### src/rtl/param_fifo.sv
// Parametrised single-clock FIFO with selectable registered or first-word-fall-through
// read, registered almost-full/almost-empty thresholds, sticky error flags and flush.
module param_fifo #(
  parameter int DATA_WIDTH = 8,
  parameter int ADDR_WIDTH = 4,
  parameter int FWFT       = 0,
  parameter int AFULL_TH   = (2 ** ADDR_WIDTH) - 2,
  parameter int AEMPTY_TH  = 1
) (
  input  logic                  clk,
  input  logic                  rst,
  input  logic                  clr,
  input  logic                  wr_ena,
  input  logic [DATA_WIDTH-1:0] wr_dat,
  output logic                  wr_full,
  output logic                  almost_full,
  input  logic                  rd_ena,
  output logic [DATA_WIDTH-1:0] rd_dat,
  output logic                  rd_empty,
  output logic                  almost_empty,
  output logic [ADDR_WIDTH:0]   dat_cnt,
  output logic                  ovf,
  output logic                  udf
);

  localparam int DEPTH = 2 ** ADDR_WIDTH;
  localparam logic [ADDR_WIDTH:0] DEPTH_C = (ADDR_WIDTH + 1)'(DEPTH);
  localparam logic [ADDR_WIDTH:0] AF_C    = (ADDR_WIDTH + 1)'(AFULL_TH);
  localparam logic [ADDR_WIDTH:0] AE_C    = (ADDR_WIDTH + 1)'(AEMPTY_TH);

  logic [DATA_WIDTH-1:0] mem [DEPTH];
  logic [ADDR_WIDTH-1:0] wr_ptr;
  logic [ADDR_WIDTH-1:0] rd_ptr;
  logic [ADDR_WIDTH:0]   cnt_nxt;
  logic                  wr_acc;
  logic                  rd_acc;

  // A write into a full FIFO is still accepted when the same edge pops a word.
  assign rd_acc = rd_ena & ~rd_empty;
  assign wr_acc = wr_ena & (~wr_full | rd_acc);

  always_comb begin
    cnt_nxt = dat_cnt;
    if (wr_acc && !rd_acc) begin
      cnt_nxt = dat_cnt + 1'b1;
    end else if (rd_acc && !wr_acc) begin
      cnt_nxt = dat_cnt - 1'b1;
    end
  end

  // Flags are derived from the post-update count so they stay registered.
  always_ff @(posedge clk) begin
    if (rst || clr) begin
      wr_ptr       <= '0;
      rd_ptr       <= '0;
      dat_cnt      <= '0;
      rd_empty     <= 1'b1;
      wr_full      <= 1'b0;
      almost_full  <= ('0 >= AF_C);
      almost_empty <= 1'b1;
      ovf          <= 1'b0;
      udf          <= 1'b0;
    end else begin
      if (wr_acc) begin
        wr_ptr <= wr_ptr + 1'b1;
      end
      if (rd_acc) begin
        rd_ptr <= rd_ptr + 1'b1;
      end
      dat_cnt      <= cnt_nxt;
      rd_empty     <= (cnt_nxt == '0);
      wr_full      <= (cnt_nxt == DEPTH_C);
      almost_full  <= (cnt_nxt >= AF_C);
      almost_empty <= (cnt_nxt <= AE_C);
      ovf          <= ovf | (wr_ena & ~wr_acc);
      udf          <= udf | (rd_ena & rd_empty);
    end
  end

  // Storage has no reset; flush leaves contents in place.
  always_ff @(posedge clk) begin
    if (!rst && !clr && wr_acc) begin
      mem[wr_ptr] <= wr_dat;
    end
  end

  generate
    if (FWFT != 0) begin : g_fwft
      assign rd_dat = mem[rd_ptr];
    end else begin : g_std
      logic [DATA_WIDTH-1:0] rd_dat_q;
      always_ff @(posedge clk) begin
        if (rst || clr) begin
          rd_dat_q <= '0;
        end else if (rd_acc) begin
          rd_dat_q <= mem[rd_ptr];
        end
      end
      assign rd_dat = rd_dat_q;
    end
  endgenerate

endmodule

### config.mk
export PLATFORM = sky130hd
export DESIGN_NAME = param_fifo
export DESIGN_NICKNAME = d
export VERILOG_FILES = /design/src/rtl/param_fifo.sv
export SDC_FILE = /design/constraint.sdc
export NUM_CORES = 1
export LEC_CHECK = 0
export ABC_AREA = 1
export CAP_MARGIN = 0
export CORE_MARGIN = 8
export CORE_UTILIZATION = 35
export CTS_CLUSTER_DIAMETER = 150
export DETAILED_ROUTE_END_ITERATION = 10
export PLACE_DENSITY_LB_ADDON = 0.08
export SLEW_MARGIN = 10
export SYNTH_ARGS = -nofsm -noshare
export SYNTH_HDL_FRONTEND = slang
export SYNTH_SLANG_ARGS = --single-unit
### constraint.sdc
create_clock -name clk -period 2.4 [get_ports clk]
set_clock_uncertainty 0.05 [all_clocks]
set_input_delay 0.6 -clock clk [delete_from_list [all_inputs] [get_ports clk]]
set_output_delay 0.6 -clock clk [all_outputs]
set_load 0.005 [all_outputs]
==> results_tabular.tex <==
\begin{tabular}{lr}
\hline
Metric & Value \\
\hline
\multicolumn{2}{l}{\textbf{Synthesis}} \\
Synthesized flop and latch total & approximately 160 \\
Post-synth cell types & 30 \\
Syn Std Cell Area & 6530 um\^{}2 \\
Number of nets produced by synthesis & 641 \\
Post-synth top flop & edfxtp\_1 \\
Async set-or-reset flop fraction in the synthesized netlist & 0\% \\
Post-synthesis instance total & just over 600 \\
Mean area per synthesized cell & between 10 and 15 um\^{}2 \\
Sequential cell area fraction in the yosys report & between 60\% and 70\% \\
Warnings from Yosys & 0 \\
Count of flip-flops with a built-in enable after synthesis & 128 \\
\multicolumn{2}{l}{\textbf{Worst setup path}} \\
Biggest fanout along the worst timing path & 8 \\
CP startpoint kind & input pin \\
FF-to-FF setup slack & roughly 0.54 ns \\
Worst Setup End Kind & flip-flop \\
Data required time at the worst endpoint & 2.47 ns \\
Worst Path Class, Setup & input pin to flip-flop \\
Endpoint of the lowest-slack register-to-register path & mem[10][4]\$\_DFFE\_PP\_ \\
R2R cell count & 8 \\
Data arrival time of the worst path & 2.20 ns \\
Origin of the critical flop-to-flop path & rd\_empty\$\_SDFF\_PP1\_ \\
\multicolumn{2}{l}{\textbf{Worst hold path}} \\
Hold-critical path depth & 1 \\
Class of the worst hold path & flip-flop to flip-flop \\
Critical hold path startpoint & ovf\$\_SDFF\_PP0\_ \\
Destination of the worst hold path & ovf\$\_SDFF\_PP0\_ \\
\multicolumn{2}{l}{\textbf{Global routing}} \\
Global-route usage over all layers & 15.7\% \\
Vias in the first global route & 4672 \\
Maximum number of pins on one net before global-route repair & between 60 and 70 \\
First-pass GRT wire length & 27400 um \\
Number of antenna violations at the first check in global routing & 0 \\
Global-route congestion overflow total & 0 \\
\multicolumn{2}{l}{\textbf{Clock network}} \\
CTS H-Tree Depth & 4 \\
Clock Latency Late Sink & between 0.4 and 0.5 ns \\
Number of hold buffers added after cts & 0 \\
Clock slew at the register clock pins of the worst setup and hold paths & around 0.060 ns \\
Worst-case clock buffer depth & 2 \\
\# Post-CTS Setup Buffers & 0 \\
CTS-repair resized insts & 0 \\
Clock tree from TritonCTS & yes \\
Root Driver & clkbuf\_16 \\
Num CTS Buffers & 17 \\
Clock sink count & 155 \\
\multicolumn{2}{l}{\textbf{Cells and area}} \\
Diode count & 0 \\
Most common library cell in the layout ignoring fill and taps & nand2\_1 \\
Final net count & 701 \\
Ratio of cells with drive above 1 in the final layout & between 10\% and 20\% \\
P\&R area growth vs syn & 21.1\% \\
Commonest non-fill, non-tap cells in the layout & nand2\_1, edfxtp\_1, nand3\_1 \\
Non-Filler Cell Area, Final & roughly 7900 um\^{}2 \\
\multicolumn{2}{l}{\textbf{Power and ir drop}} \\
P\_leak & 2.96 nW \\
Maximum resistive drop on vdd & between 400 and 500 uV \\
Pwr per Cell Area & about 750 nW/um\^{}2 \\
\multicolumn{2}{l}{\textbf{Die}} \\
Die Ht & about 150 um \\
Top-level I/O count & 32 \\
Initial cell density of the core & 35.2\% \\
Cell Rows & 50 \\
Die boundary width & approximately 150 um \\
Die area & between 20000 and 25000 um\^{}2 \\
Floorplan Core Area & between 15000 and 20000 um\^{}2 \\
\multicolumn{2}{l}{\textbf{Placed design}} \\
Gp weighted congestion & about 0.8 \\
Post-place instance area & approximately 7300 um\^{}2 \\
Number of input and output port buffers inserted & 31 \\
Half-perimeter wire length of the detailed placement result & roughly 12000 um \\
\multicolumn{2}{l}{\textbf{Route}} \\
Routed via count & between 4000 and 5000 \\
DRC violations left & 0 \\
Number of DRC markers after the initial detailed-route iteration & 256 \\
Final ANT Viol Nets & 0 \\
Average wire per cell in the routed design & about 19 um \\
Detailed-router iteration count before antenna repair & 5 \\
Vias/cell & about 4.9 \\
Routed WL & around 18000 um \\
\multicolumn{2}{l}{\textbf{Timing}} \\
Worst slew margin relative to its limit & approximately 52\% \\
Least-Margin Pin Slew & slightly above 0.7 ns \\
Worst hold margin & about 0.42 ns \\
Peak Freq & between 400 and 500 MHz \\
Setup-failing EPs final & 0 \\
Final Cycle Share & 88.5\% \\
Max-slew violation count & 0 \\
Hold violation total from the final report & 0 \\
Aggregate negative setup slack & 0 ns \\
Setup repair after global routing missed its margin & false \\
Final worst path period need & around 2.1 ns \\
\multicolumn{2}{l}{\textbf{Flow run}} \\
Maxcap violations & 0 \\
\multicolumn{2}{l}{\textbf{Outcome}} \\
Run status & finished, final reports clean \\
\hline
\end{tabular}
## synthesized netlist by cell type, types with 8 or more instances
cell type,instances,area [um^2]
nand2_1,190,713
edfxtp_1,128,3840
nand3_1,111,556
nor2_1,32,120
inv_1,30,113
dfxtp_1,27,541
a21oi_1,17,85.1
buf_2,15,75.1
nor3_1,10,50.1
clkbuf_1,9,33.8
o21ai_1,8,40.0
## worst max path at each step
stage | slack, ns | to | startpoint | cells past startpoint
final | 0.28 | mem[10][4]$_DFFE_PP_ | rd_ena | 8
after global placement | -0.13 | mem[4][3]$_DFFE_PP_ | rd_ena | 8
after global routing | 0.19 | dat_cnt[3] | dat_cnt[3]$_SDFF_PP0_ | 1
after floorplan | 0.08 | mem[15][0]$_DFFE_PP_ | clr | 4
after CTS | 0.26 | dat_cnt[3] | dat_cnt[3]$_SDFF_PP0_ | 1
after detailed placement | -0.14 | mem[6][0]$_DFFE_PP_ | rd_ena | 8
## worst max-delay path, cell delays in order
cell and delay (ns):
clkdlybuf4s50_1 0.52, nand2_4 0.07, a21oi_4 0.12, inv_1 0.10
nor2_2 0.15, nand2_1 0.26, nor2_1 0.18, buf_4 0.19
## state kept, by name, indices dropped and copies added (netlist names)
register	cells
rd_empty	1
mem	128
udf	1
wr_full	1
ovf	1
rd_dat	8
wr_ptr	4
rd_ptr	4
almost_empty	1
dat_cnt	5
almost_full	1
## where the power goes
group | leakage, nW | total [W] | internal [W] | switching (W)
clock network | 0.272 | 0.00265 | 0.00163 | 0.00102
logic | 1.32 | 0.000318 | 0.000116 | 0.000202
registers | 1.37 | 0.00294 | 0.00293 | 0.0000161
total | 2.96 | 0.00591 | 0.00467 | 0.00124
## through the flow
step / util [%] / power, W / instances / setup slack, ns
floorplan: - / 0.00315 / 621 / 0.0766
CTS: 42.7 / 0.00598 / 928 / 0.256
finish: 42.7 / 0.00591 / 928 / 0.276
global placement: 39.5 / 0.00332 / 896 / -0.130
detailed placement: 39.5 / 0.00332 / 896 / -0.140
global route: 42.7 / 0.00611 / 928 / 0.192
## metal layers
layer	vias to the layer above	global-route usage [%]	wire length, um
li1	2239	-	-
met5	-	0	0
met3	11	3.66	790
met2	98	26.1	8510
met4	0	4.52	142
met1	2223	20.1	8160
## logic make-up (layout without fill, tap and decap cells)
family,count (synthesis),in the layout,share of synthesized area (%)
simple gates,355,355,23.8
flops,155,155,67.2
buf+inv,67,140,4.49
compound gates,34,34,2.82
fa+ha+maj,7,7,1.34
xor+xnor,3,3,0.403
## final cells by class
type / count / area [um^2]
inverters: 37 / 139
clock buffers: 20 / 437
fillers: 1783 / 10600
multi-input cells: 399 / 1850
well taps: 234 / 293
flip-flops and latches: 155 / 4390
clock inverters: 12 / 149
repair buffers: 71 / 648
Power figures use the tool's default switching activity.
